**src/rtl/upsampler_frame_ctrl.sv**
```systemverilog
// Frame sequencer for the 2x upsampler: holds it in reset between frames, waits for the source
// FIFO to prime, strobes valid over one raster, and flags FIFO underflow.
module upsampler_frame_ctrl #(
   parameter int unsigned FILL_THRESH = 400,
   parameter int unsigned COL_LAST    = 840,
   parameter int unsigned ROW_LAST    = 640,
   parameter int unsigned CNT_W       = 11
) (
   input  logic             clock_i,
   input  logic             reset_ni,
   input  logic             enable_i,
   input  logic             frame_start_i,
   input  logic [CNT_W-1:0] fifo_count_i,
   input  logic             fifo_empty_i,
   input  logic             up_fifo_read_i,
   input  logic [9:0]       up_rowcount_i,
   input  logic [9:0]       up_colcount_i,
   output logic             up_reset_o,
   output logic             up_valid_o,
   output logic             busy_o,
   output logic             frame_done_o,
   output logic             underflow_o,
   output logic [15:0]      frame_cnt_o,
   output logic [17:0]      read_cnt_o
);

   typedef enum logic [2:0] {StIdle, StPrime, StFill, StRun, StDone} state_e;

   state_e      state_q, state_d;
   logic        up_reset_q, up_valid_q, busy_q, frame_done_q, underflow_q;
   logic [15:0] frame_cnt_q;
   logic [17:0] read_cnt_q;
   logic        end_of_raster, fill_ok;

   assign end_of_raster = (up_rowcount_i == 10'(ROW_LAST)) && (up_colcount_i == 10'(COL_LAST));
   assign fill_ok       = (fifo_count_i >= CNT_W'(FILL_THRESH));

   always_comb begin
      state_d = state_q;
      case (state_q)
         StIdle:  if (enable_i || frame_start_i) state_d = StPrime;
         StPrime: state_d = StFill;
         StFill:  if (fill_ok) state_d = StRun;
         StRun:   if (end_of_raster) state_d = StDone;
         StDone:  state_d = enable_i ? StPrime : StIdle;
         default: state_d = StIdle;
      endcase
   end

   // Outputs are decoded from the next state so they line up with the state register.
   always_ff @(posedge clock_i) begin
      if (!reset_ni) begin
         state_q      <= StIdle;
         up_reset_q   <= 1'b1;
         up_valid_q   <= 1'b0;
         busy_q       <= 1'b0;
         frame_done_q <= 1'b0;
         underflow_q  <= 1'b0;
         frame_cnt_q  <= 16'd0;
         read_cnt_q   <= 18'd0;
      end else begin
         state_q      <= state_d;
         up_reset_q   <= (state_d == StIdle) || (state_d == StPrime);
         up_valid_q   <= (state_d == StRun);
         busy_q       <= (state_d != StIdle);
         frame_done_q <= (state_d == StDone);
         if (state_q == StRun && end_of_raster) begin
            frame_cnt_q <= frame_cnt_q + 16'd1;
         end
         if (state_d == StPrime) begin
            underflow_q <= 1'b0;
            read_cnt_q  <= 18'd0;
         end else if (state_q == StRun && up_fifo_read_i) begin
            if (read_cnt_q != '1) read_cnt_q <= read_cnt_q + 18'd1;
            if (fifo_empty_i) underflow_q <= 1'b1;
         end
      end
   end

   assign up_reset_o   = up_reset_q;
   assign up_valid_o   = up_valid_q;
   assign busy_o       = busy_q;
   assign frame_done_o = frame_done_q;
   assign underflow_o  = underflow_q;
   assign frame_cnt_o  = frame_cnt_q;
   assign read_cnt_o   = read_cnt_q;

endmodule

```
**config.mk**
```make
export PLATFORM = sky130hd
export DESIGN_NAME = upsampler_frame_ctrl
export DESIGN_NICKNAME = d
export VERILOG_FILES = /design/src/rtl/upsampler_frame_ctrl.sv
export SDC_FILE = /design/constraint.sdc
export NUM_CORES = 1
export LEC_CHECK = 0
export ABC_AREA = 1
export CORE_ASPECT_RATIO = 0.5
export CORE_UTILIZATION = 50
export DETAILED_ROUTE_END_ITERATION = 10
export HOLD_SLACK_MARGIN = 0.02
export PLACE_DENSITY = 0.95
export SKIP_CTS_REPAIR_TIMING = 1
export SYNTH_ARGS = -nofsm -noshare
export SYNTH_HDL_FRONTEND = slang
export SYNTH_SLANG_ARGS = --single-unit
```
**constraint.sdc**
```tcl
create_clock -name clock_i -period 4.7 [get_ports clock_i]
set_clock_uncertainty 0.2 [all_clocks]
set_input_delay 0.705 -clock clock_i [delete_from_list [all_inputs] [get_ports clock_i]]
set_output_delay 0.705 -clock clock_i [all_outputs]
set_load 0.01 [all_outputs]
```
==> metrics.txt, run 1 <==
Commonest cells post-synth=131 x nand2_1, 46 x nor2_1, 42 x dfxtp_1, 30 x inv_1, 28 x a21oi_1; Finished Layout Cells=503; DPL Wire Length=4.270 mm; Synth Net Count=405; nets=475; Worst Path Arrival=2470 ps; CTS Sinks=42; Syn-to-layout area delta=34.71%; min-delay src=frame_cnt_o[13]; Mapped Area=0.002401 mm2; status=completed; crit-path max FO=20; Slew HR=0.4340; CP max stage cell=or2_1; max incr delay on CP=750 ps; TritonCTS Buffers=5; Max-Cap Viols=0; Synth area leaders=dfxtp_1 35%, nand2_1 20%, nor2_1 7.2%; DRC violations left=0; Iter 0 DRT Violations=55; std cell rows=17; Synth Flop Type=dfxtp_1; vias=2,463; first-pass GRT wire length=9.556 mm; RSZ-0062 raised after global routing=no; register area=840.8 um2; f_max=397.6 MHz; Synth Instances=366; worst-path cell chain=clkdlybuf4s50_1 -> inv_1 -> or2_1 -> nor3b_1; Mean Syn Cell Area=6.560 um2; area share of the largest cell type after synthesis=0.3502; Netlist cell types=29; total placed cells including tap cells=495; vias in the first global route=2,183; H-Tree Depth=2; WS Path Type=in2reg; startpoint types=primary input; total track usage=0.2349; clock slew at reported path FFs=80 ps; P_leak=1.147 nW; CTS tree=yes; top cell type by total area after synthesis=dfxtp_1; Final min period=2515 ps; top-count cell post-synth=nand2_1; maximum vdd drop=121.0 uV; Max Slew Vio Count=0; EDFF count, synth=0; HP Class=reg2reg; clk buf depth=2; final setup fails=0; # IOs=76; die width=100 um; PD cells=210.0 mW/mm2; via/cell ratio=4.897; # port buffers=71; Synth Warn #=0; largest net degree at the start of global routing=21; wire length per cell=11.44 um; final wirelength=5.753 mm; Fillers=369; CP startpoint=reset_ni; period utilization=0.5352; antenna-violating nets left=0; GP Congestion=0.8998; setup slack after layout=2185 ps; CP Data Required Time=4660 ps; Final Hold Fails=0; Initial Util=0.5325; die area=0.005100 mm2; Final Total Pwr=0.0006792 W; core box area=0.004509 mm2; share of cells above drive strength 1=0.06407; sequential share of the synthesized area=0.3502; DP Worst Slack=1834 ps; Post-synth ARST share=0; FF-to-FF Start=read_cnt_o[0]; area of the multi-input gates=0.001385 mm2; TNS Setup=0 ps; synthesized flop and latch total=42; total grt overflow=0; antenna violations before repair=0; die height=51 um; DRT Pass-1 Iters=4; worst-margin pin slew=849.1 ps; ANT cells=0; clock root cell=clkbuf_8; Clock Latency Late Sink=300 ps; Setup crit end kind=flip-flop
sequential cells by signal, indices dropped and copies added, names as in the netlist:
| signal | cells |
|---|---|
| frame_cnt_o | 16 |
| frame_done_o | 1 |
| underflow_o | 1 |
| busy_o | 1 |
| state_q | 3 |
| read_cnt_o | 18 |
| up_reset_o | 1 |
| up_valid_o | 1 |
cells by family (layout without fill, tap and decap cells):
logic type,count (synthesis),count (layout),synth area share
buffers and inverters,41,112,0.07296
adder cells (fa/ha/maj),2,2,0.01042
AND/OR/NAND/NOR,218,218,0.3820
flip-flops,42,42,0.3502
XOR/XNOR,24,24,0.08754
AO/OA/AOI/OAI,39,39,0.09692
metal layers:
layer | track usage | routed length [um]
met3 | 0.04925 | 211
met5 | 0 | 0
met1 | 0.2892 | 2541
met2 | 0.4184 | 2911
met4 | 0.07246 | 88
per-stage QoR:
stage / hold WS [ps] / area, um2 / util
2_1_floorplan: 282.7 / 2401 / -
3_3_place_gp: 262.6 / 3143 / 0.6970
3_5_place_dp: 292.4 / 3143 / 0.6970
4_1_cts: 307.7 / 3234 / 0.7173
5_1_grt: 323.8 / 3234 / 0.7173
6_report: 305.7 / 3234 / 0.7173
worst paths after layout:
| path | cells past startpoint | slack [ps] | end |
|---|---|---|---|
| setup / recovery | 4 | 2180 | read_cnt_o[16] |
| hold / removal | 2 | 310 | frame_cnt_o[13] |
| setup reg to reg | 10 | 2550 | read_cnt_o[11] |
| hold reg to reg | 2 | 310 | frame_cnt_o[13] |
layout make-up:
| class | count | share of cell area |
|---|---|---|
| inverters | 33 | 0.03830 |
| clock inverters | 1 | 0.001547 |
| multi-input cells | 283 | 0.4282 |
| clock buffers | 7 | 0.02669 |
| flip-flops and latches | 42 | 0.2600 |
| repair buffers | 71 | 0.2197 |
| well taps | 66 | 0.02553 |
critical path: cells and delay by family:
family                 cells  cell delay [ps]
buffers and inverters      2              900
AND/OR/NAND/NOR            2              860
cells in the final DEF (no fill, tap or decap), types with 2 or more instances in the layout:
cell	n
a21oi_2	9
nand3_1	16
nor3_1	4
a21oi_1	28
clkdlybuf4s50_1	71
clkbuf_8	6
ha_1	2
nand2_2	3
nor2_1	46
nand4_1	7
inv_1	30
xor2_1	13
dfxtp_1	42
inv_2	3
xnor2_1	11
nor2_2	2
nor3b_1	2
nand2_1	131
power by group:
group	switching, W	internal [W]	total [W]	leakage [nW]
registers	0.00000401	0.000362	0.000366	0.339
logic	0.0000335	0.0000382	0.0000717	0.760
clock network	0.000123	0.000119	0.000242	0.0482
Note: power is estimated with default switching activity, not from simulation.
==> inputs of run 2 (changes only) <==
- CORE_UTILIZATION: 50 -> 47
- PLACE_DENSITY: 0.95 -> 0.92
- clock period: 4.7 -> 2.6 ns (I/O delays scaled with it)
==> metrics.txt, run 2 (synthesis gave the netlist of run 1 again) <==
period utilization=0.7851; crit-path max FO=18; Sw Pwr=0.0002926 W; Setup crit end kind=flip-flop; die area=0.005416 mm2; Comb pwr share=0.111; wire length per cell=10.94 um; nets=479; f_max=489.9 MHz; vias=2,448; share of cells above drive strength 1=0.06818; core box area=0.004637 mm2; via/cell ratio=4.838; RSZ-0062 raised after global routing=no; CTS tree=yes; Iter 0 DRT Violations=76; # IOs=76; Slew HR=0.7131; final setup fails=0; status=completed; Final min period=2041 ps; # port buffers=71; clock root cell=clkbuf_8; CTS Sinks=42; DRC violations left=0; Final Total Pwr=0.001205 W; Fillers=399; WS Path Type=reg2reg; area of the multi-input gates=0.001385 mm2; number of flip-flops under the largest register name=18; first-pass GRT wire length=8.935 mm; Max-Cap Viols=0; antenna violations before repair=0; reg2reg end=read_cnt_o[14]; DRT Pass-1 Iters=4; Worst Path Arrival=2020 ps; Clock Power Share=0.340; total grt overflow=0; busiest grt layer=met2; final instance area=0.003249 mm2; Final Hold Fails=0; H-Tree Depth=2; register-to-register path setup slack=560 ps; PD cells=370.8 mW/mm2; most common cell after layout, fill and taps aside=nand2_1; Initial Util=0.5178; final wirelength=5.535 mm; hold-critical path depth=2; clock slew at reported path FFs=80 ps; min-delay src=frame_cnt_o[15]; maximum vdd drop=279.3 uV; register area=840.8 um2; GP Congestion=0.8876; die height=52.54 um; Max Slew Vio Count=0; most frequent cells in the layout=131 x nand2_1, 71 x clkdlybuf4s50_1, 46 x nor2_1, 42 x dfxtp_1, 30 x inv_1; cell internal pwr=0.0009122 W; vias in the first global route=2,032; TNS Setup=0 ps; worst-margin pin slew=429.4 ps; Syn-to-layout area delta=35.33%; Clock Latency Late Sink=290 ps; DPL Wire Length=4.098 mm; startpoint types=flip-flop; die width=103.1 um; reg2reg path depth=10; clk buf depth=2; placed inst area=0.003173 mm2; Seq pwr share=0.548; TritonCTS Buffers=5; largest net degree at the start of global routing=20; Hold Crit Endpoint=frame_cnt_o[15]; CP Data Required Time=2580 ps; FF-to-FF Start=read_cnt_o[1]; HP Class=reg2reg; std cell rows=17; ANT cells=0; grt met2 use=0.3756; P_leak=1.156 nW; total track usage=0.2111; met3 usage=0.04400; Sw Ratio=0.2429; met1 Use GR=0.2688; antenna-violating nets left=0
[run 2: cell types whose count changed in the layout (fill, tap and decap cells not counted)]
cell | before | now
clkbuf_8 | 6 | 5
buf_4 | 0 | 4
clkinv_2 | 1 | 0
clkbuf_1 | 1 | 2
[run 2: stage by stage]
step                setup slack (ps)  cells  utilization  hold slack (ps)
floorplan                      749.1    366            -            282.7
global placement               596.2    499       0.6843            261.6
detailed placement             569.6    499       0.6843            291.9
CTS                            569.3    506       0.7008            304.0
global route                   416.3    506       0.7008            327.1
finish                         558.6    506       0.7008            298.2
[run 2: routing by layer]
layer	vias up	part of all wire
met5	-	0
met4	0	0.0056
met3	5	0.039
met2	55	0.48
met1	1092	0.48
li1	1296	-
[run 2: how the worst max path moves through the flow]
stage                     startpoint               to  slack (ps)  depth (start not counted)
CTS                    read_cnt_o[1]   read_cnt_o[14]         570                         10
floorplan              read_cnt_o[0]    read_cnt_o[0]         750                         11
global placement    up_rowcount_i[9]   frame_cnt_o[6]         600                          9
detailed placement  up_rowcount_i[9]  frame_cnt_o[12]         570                          9
finish                 read_cnt_o[1]   read_cnt_o[14]         560                         10
global route           read_cnt_o[1]   read_cnt_o[15]         420                         10
[run 2: worst max-delay path, cell delays in order, from the launching register on]
cell,delay [ps]
dfxtp_1,370
ha_1,260
nand3_1,180
inv_2,110
nand2_2,90
nor2_2,120
nand2_2,70
nand2_4,170
inv_2,170
nand2_1,130
a21oi_2,50
[run 2: layout make-up]
type,count,area share
inverter,33,0.03812
tap,66,0.02541
timing repair buffer,75,0.2280
sequential,42,0.2588
clock buffer,7,0.02349
multi-input combinational,283,0.4263
[run 2: power by group through the flow]
stage / logic, W / clock network [W] / registers (W)
after floorplan: 0.0000565 / 0 / 0.000679
after global placement: 0.000132 / 0 / 0.000675
after detailed placement: 0.000134 / 0 / 0.000676
after CTS: 0.000134 / 0.000416 / 0.000660
after global routing: 0.000148 / 0.000447 / 0.000662
final: 0.000134 / 0.000410 / 0.000660
